--- src/rtl/ps2_rx.sv ---
// ---------------------------------------------------------------------------
// ps2_rx -- PS/2 device-to-host frame receiver
//
// Receives the 11-bit PS/2 frame (start 0, 8 data bits LSB first, odd parity,
// stop 1). The PS/2 clock is debounced by a shift-register filter; the data
// line is sampled on each filtered falling edge. A watchdog aborts a frame
// whose clock stalls for too long inside the frame.
//
// Parameters
//   FILTER_LEN   consecutive equal ps2c samples needed to change the
//                filtered clock level
//   TIMEOUT_CYC  maximum clk cycles allowed between falling edges in a frame
//
// Ports
//   clk           system clock, rising edge
//   rst           synchronous active-low reset
//   ps2c, ps2d    PS/2 clock/data, already synchronized to clk
//   rx_en         high permits a new frame to start (does not abort a frame)
//   dout          last received data byte (held between ticks)
//   rx_done_tick  one-cycle pulse when a frame completes
//   parity_err    odd parity failed for the frame in dout
//   frame_err     stop bit was 0 for the frame in dout
//   timeout_tick  one-cycle pulse when the watchdog aborts a frame
// ---------------------------------------------------------------------------
module ps2_rx #(
    parameter int FILTER_LEN  = 8,
    parameter int TIMEOUT_CYC = 50000
) (
    input  logic       clk,
    input  logic       rst,
    input  logic       ps2c,
    input  logic       ps2d,
    input  logic       rx_en,
    output logic [7:0] dout,
    output logic       rx_done_tick,
    output logic       parity_err,
    output logic       frame_err,
    output logic       timeout_tick
);

    localparam int WD_W = (TIMEOUT_CYC > 1) ? $clog2(TIMEOUT_CYC) : 1;
    localparam logic [WD_W-1:0] WD_LIMIT = WD_W'(TIMEOUT_CYC - 1);

    typedef enum logic [1:0] {
        IDLE = 2'd0,
        DATA = 2'd1,
        LOAD = 2'd2
    } state_t;

    // High when the 9 bits (data + parity) contain an even number of ones,
    // i.e. the odd-parity check failed.
    function automatic logic odd_parity_fail(input logic [8:0] v);
        return ~(^v);
    endfunction

    // Registered state
    logic [FILTER_LEN-1:0] filt_r;
    logic                  fclk_r;
    state_t                state_r;
    logic [3:0]            cnt_r;
    logic [WD_W-1:0]       wd_r;
    logic [9:0]            shift_r;
    logic [7:0]            dout_r;
    logic                  perr_r;
    logic                  ferr_r;
    logic                  done_r;
    logic                  tmo_r;

    // Next-state / combinational signals
    logic [FILTER_LEN-1:0] filt_next_s;
    logic                  fclk_next_s;
    logic                  fall_edge_s;
    state_t                state_next_s;
    logic [3:0]            cnt_next_s;
    logic [WD_W-1:0]       wd_next_s;
    logic [9:0]            shift_next_s;
    logic                  load_s;
    logic                  tmo_s;

    // Glitch filter: the filtered clock only moves once the whole sample
    // window agrees, so a short glitch never produces an edge.
    always_comb begin
        filt_next_s = {ps2c, filt_r[FILTER_LEN-1:1]};
        fclk_next_s = fclk_r;
        if (&filt_r) begin
            fclk_next_s = 1'b1;
        end else if (~|filt_r) begin
            fclk_next_s = 1'b0;
        end else begin
            fclk_next_s = fclk_r;
        end
        fall_edge_s = fclk_r & ~fclk_next_s;
    end

    // Frame FSM next-state logic, bit counter, shifter and watchdog.
    always_comb begin
        state_next_s = state_r;
        cnt_next_s   = cnt_r;
        wd_next_s    = wd_r;
        shift_next_s = shift_r;
        load_s       = 1'b0;
        tmo_s        = 1'b0;
        case (state_r)
            IDLE: begin
                if (fall_edge_s && rx_en && !ps2d) begin
                    state_next_s = DATA;
                    cnt_next_s   = 4'd10;
                    wd_next_s    = {WD_W{1'b0}};
                end else begin
                    state_next_s = IDLE;
                end
            end
            DATA: begin
                // An edge arriving in the same cycle as the watchdog limit
                // takes priority, so it is tested first.
                if (fall_edge_s) begin
                    shift_next_s = {ps2d, shift_r[9:1]};
                    cnt_next_s   = cnt_r - 4'd1;
                    wd_next_s    = {WD_W{1'b0}};
                    if (cnt_r == 4'd1) begin
                        state_next_s = LOAD;
                        load_s       = 1'b1;
                    end else begin
                        state_next_s = DATA;
                    end
                end else if (wd_r == WD_LIMIT) begin
                    state_next_s = IDLE;
                    wd_next_s    = {WD_W{1'b0}};
                    tmo_s        = 1'b1;
                end else begin
                    wd_next_s = wd_r + WD_W'(1);
                end
            end
            LOAD: begin
                state_next_s = IDLE;
            end
            default: begin
                state_next_s = IDLE;
            end
        endcase
    end

    // State, filter and output registers. The result is captured on the
    // stop-bit edge so that dout/flags/rx_done_tick are valid together
    // during the single LOAD cycle.
    always_ff @(posedge clk) begin
        if (!rst) begin
            filt_r  <= {FILTER_LEN{1'b1}};
            fclk_r  <= 1'b1;
            state_r <= IDLE;
            cnt_r   <= 4'd0;
            wd_r    <= {WD_W{1'b0}};
            shift_r <= 10'd0;
            dout_r  <= 8'h00;
            perr_r  <= 1'b0;
            ferr_r  <= 1'b0;
            done_r  <= 1'b0;
            tmo_r   <= 1'b0;
        end else begin
            filt_r  <= filt_next_s;
            fclk_r  <= fclk_next_s;
            state_r <= state_next_s;
            cnt_r   <= cnt_next_s;
            wd_r    <= wd_next_s;
            shift_r <= shift_next_s;
            done_r  <= load_s;
            tmo_r   <= tmo_s;
            if (load_s) begin
                dout_r <= shift_next_s[7:0];
                perr_r <= odd_parity_fail(shift_next_s[8:0]);
                ferr_r <= ~shift_next_s[9];
            end else begin
                dout_r <= dout_r;
                perr_r <= perr_r;
                ferr_r <= ferr_r;
            end
        end
    end

    assign dout         = dout_r;
    assign rx_done_tick = done_r;
    assign parity_err   = perr_r;
    assign frame_err    = ferr_r;
    assign timeout_tick = tmo_r;

endmodule

--- config.mk ---
export PLATFORM = sky130hd
export DESIGN_NAME = ps2_rx
export DESIGN_NICKNAME = d
export VERILOG_FILES = /design/src/rtl/ps2_rx.sv
export SDC_FILE = /design/constraint.sdc
export NUM_CORES = 1
export LEC_CHECK = 0
export ABC_AREA = 1
export BUFFER_PORTS_ARGS = -buffer_cell sky130_fd_sc_hd__clkbuf_2
export CORE_UTILIZATION = 40
export CTS_CLUSTER_DIAMETER = 80
export DETAILED_ROUTE_END_ITERATION = 6
export SETUP_SLACK_MARGIN = 0.02
export SLEW_MARGIN = 25
export SYNTH_ARGS = -nofsm -noshare
export SYNTH_HDL_FRONTEND = slang
export SYNTH_SLANG_ARGS = --single-unit
--- constraint.sdc ---
create_clock -name clk -period 2.5 [get_ports clk]
set_clock_uncertainty 0.15 [all_clocks]
set_input_delay 0.125 -clock clk [delete_from_list [all_inputs] [get_ports clk]]
set_output_delay 0.125 -clock clk [all_outputs]
set_load 0.05 [all_outputs]
==> out/qor_table.md <==
| Item | This run |
|---|---|
| CP most frequent cell | sky130_fd_sc_hd__nand2_1 |
| Antenna-violating nets left | 0 |
| Power density over the cells | 549 nW/um^2 |
| Post-synth EDFFs | 0 |
| Sum of net half-perimeters after detailed placement | 3320 um |
| DRT Pass-1 Iters | 4 |
| Count of endpoints failing hold in the final timing report | 0 |
| Critical path class | flop to flop |
| Final-report setup violation count | 0 |
| Critical path endpoint category | flop |
| Run status | complete, no violations |
| Library cell contributing the largest single delay on the critical path | sky130_fd_sc_hd__o21ai_1 |
| Leading cell types in the layout, fill and taps excluded | sky130_fd_sc_hd__nand2_1, sky130_fd_sc_hd__dfxtp_1, sky130_fd_sc_hd__inv_1 |
| Shortest period the worst path allows | 2.22 ns |
| DIE AREA | 6330 um^2 |
| Number of nets in the final layout | 352 |
| CORE AREA | 5640 um^2 |
| Max Cap Viol | 0 |
| Antenna cells | 0 |
| Vias/cell | 4.76 |
| Most frequent standard cell in the layout excluding fill and tap cells | sky130_fd_sc_hd__nand2_1 |
| Worst hold slack | 0.00134 ns |
| P_leak | 1.11 nW |
| Net count of the mapped netlist | 331 |
| Slew at the pin closest to its max-slew limit | 0.370 ns |
| Detailed Route Iter0 Violations | 88 |
| Dpl cells | 407 |
| Prevailing post-synth register cell | sky130_fd_sc_hd__dfxtp_1 |
| Routed WL | 4460 um |
| Number of synthesized register bits | 53 |
| Asr flop ratio synth | 0 |
| Worst endpoint required time | 2.56 ns |
| Max-slew violation count | 0 |
| Buffer type at the clock tree root | sky130_fd_sc_hd__clkbuf_8 |
| Number of non-filler instances in the completed layout | 417 |
| Fraction of final layout cells sized beyond drive strength 1 | 0.154 |
| I/O pins | 17 |
| Max Clock Freq | 450 MHz |
| CTS H-tree lvls | 2 |
| Die X-Extent | 79.5 um |
| Clock tree from TritonCTS | done |
| Clock net sink count | 53 |
| Mean Syn Cell Area | 7.45 um^2 |
| Weighted congestion at the end of routability-driven global placement | 0.786 |
| Part of the cycle the worst path needs | 0.888 |
| Worst path cell trace | nor2_1 > nand2_1 > nor2_4 > nand4_4 > o21ai_1 > nand2_1 > nand2_1 > nand2_1 > nand2_1 > nand2_1 > nand3_1 > nand3_1 > nand2_1 > inv_1 |
| Placement Rows | 27 |
| Number of CTS-inserted buffers | 5 |
| Worst supply voltage drop on vdd | 0.000272 V |
| Crit path buf inv count | 1 |
| Worst slew margin relative to its limit | 0.753 |
| Distinct cells, synth | 36 |
| Setup slack at placement | 0.288 ns |
| Via total after detailed routing | 1983 |
| Number of remaining DRC errors | 0 |
| Setup repair after global routing missed its margin | no |
| Highest net fanout along the worst path | 26 |
| Count of warnings emitted by yosys | 0 |
| Sequential share of the synthesized area | 0.441 |
| Final Power | 1.48 mW |
| Sort of element at the start of the critical path | flop |
| Initial antenna violation count | 0 |
| Fin worst setup slack | 0.279 ns |
| Synthesized instance count | 323 |
| First-pass GRT wire length | 7320 um |
| Post-CTS setup buffers | 0 |
| Worst endpoint data arrival time | 2.28 ns |
| Cell area after technology mapping | 2400 um^2 |
| Remaining Overflow, GRT | 0 |
| Post-synthesis to final-layout area growth | 12.0% |
| Largest net degree at the start of global routing | 27 |
| GRT Overall Usage | 0.147 |
| Die height | 79.5 um |
| Initial standard-cell utilization of the core | 0.426 |
| Post-DR wirelength/cell | 10.7 um |
| Hold/Removal Path Class | input port to flop |
| Count of port buffers added during placement | 16 |
| Critical path's top delay family | simple AND/OR/NAND/NOR gates |
| Number of global-route vias before repair | 1673 |
| Highest cell delay on the worst timing path | 0.39 ns |
| Sum Neg Setup Slack | 0 ns |
| Clk slew on worst S/H paths | 0.09 ns |
| Clock insertion delay at the later pin of the skew report | 0.30 ns |
| Clock buffer depth | 2 |
==> per-stage QoR <==
| stage | utilization | instance area, um^2 |
|---|---|---|
| 2_1_floorplan | - | 2400 |
| 3_3_place_gp | 0.453 | 2560 |
| 3_5_place_dp | 0.453 | 2560 |
| 4_1_cts | 0.477 | 2690 |
| 5_1_grt | 0.477 | 2690 |
| 6_report | 0.477 | 2690 |
==> state kept, by name, indices dropped and copies added (netlist names) <==
signal        cells
cnt_r             4
dout              8
fclk_r            1
filt_r            8
frame_err         1
parity_err        1
rx_done_tick      1
shift_r          10
state_r           2
timeout_tick      1
wd_r             16
==> cells in the mapped netlist, types with 2 or more instances <==
| cell | instances | area, um^2 |
|---|---|---|
| sky130_fd_sc_hd__a211oi_1 | 2 | 15.0 |
| sky130_fd_sc_hd__a21oi_1 | 22 | 110 |
| sky130_fd_sc_hd__a31oi_1 | 2 | 12.5 |
| sky130_fd_sc_hd__buf_2 | 2 | 10.0 |
| sky130_fd_sc_hd__clkbuf_1 | 3 | 11.3 |
| sky130_fd_sc_hd__dfxtp_1 | 53 | 1060 |
| sky130_fd_sc_hd__ha_1 | 3 | 37.5 |
| sky130_fd_sc_hd__inv_1 | 37 | 139 |
| sky130_fd_sc_hd__inv_2 | 3 | 11.3 |
| sky130_fd_sc_hd__nand2_1 | 78 | 293 |
| sky130_fd_sc_hd__nand2_2 | 2 | 12.5 |
| sky130_fd_sc_hd__nand3_1 | 14 | 70.1 |
| sky130_fd_sc_hd__nand4_1 | 4 | 25.0 |
| sky130_fd_sc_hd__nor2_1 | 33 | 124 |
| sky130_fd_sc_hd__nor2_2 | 2 | 12.5 |
| sky130_fd_sc_hd__nor2_4 | 4 | 45.0 |
| sky130_fd_sc_hd__nor3_1 | 7 | 35.0 |
| sky130_fd_sc_hd__o21a_1 | 3 | 22.5 |
| sky130_fd_sc_hd__o21ai_0 | 16 | 80.1 |
| sky130_fd_sc_hd__o21ai_1 | 10 | 50.1 |
| sky130_fd_sc_hd__or2_2 | 8 | 50.1 |
==> report_power, final <==
part / total, mW / switching (mW) / internal, mW
Combinational: 0.0354 / 0.0236 / 0.0118
Clock: 0.596 / 0.270 / 0.327
Sequential: 0.848 / 0.00165 / 0.846
==> logic make-up (layout without fill, tap and decap cells) <==
family	Yosys count	after routing	synth area share
adder cells (fa/ha/maj)	3	3	0.0156
buffers and inverters	47	69	0.0775
AO/OA/AOI/OAI	59	59	0.139
flip-flops	53	53	0.441
XOR/XNOR	1	1	0.00364
AND/OR/NAND/NOR	160	160	0.323
==> metal layers <==
metal	track usage	up-vias	share of wire
met3	0.0400	4	0.036
met2	0.229	22	0.42
li1	-	1080	-
met5	0	-	0
met1	0.197	877	0.53
met4	0.0436	0	0.0099
==> final timing paths <==
check / endpoint / slack, ns / cells past startpoint / from
max: parity_err / 0.28 / 14 / filt_r[7]
min: cnt_r[3] / 0.001 / 3 / rx_en
max reg2reg: parity_err / 0.28 / 14 / filt_r[7]
min reg2reg: wd_r[12] / 0.32 / 2 / wd_r[12]
==> tightest hold or removal path, cell delays in order <==
cell,delay [ns]
sky130_fd_sc_hd__clkbuf_2,0.10
sky130_fd_sc_hd__nand3b_4,0.10
sky130_fd_sc_hd__a31oi_1,0.08
==> repair_timing <==
| item | in CTS | in global routing |
|---|---|---|
| hold buffers | 2 | 0 |
| gates resized for setup | 0 | 0 |
| endpoints found under the hold margin | 2 | 0 |
==> layout make-up <==
cell class	count	area [um^2]
Tap cell	72	90.1
Timing Repair Buffer	20	115
Inverter	41	154
Clock inverter	1	30.0
Sequential cell	53	1060
Multi-Input combinational cell	223	1160
Clock buffer	7	86.3
Fill cell	551	2950
Power figures use the tool's default switching activity.
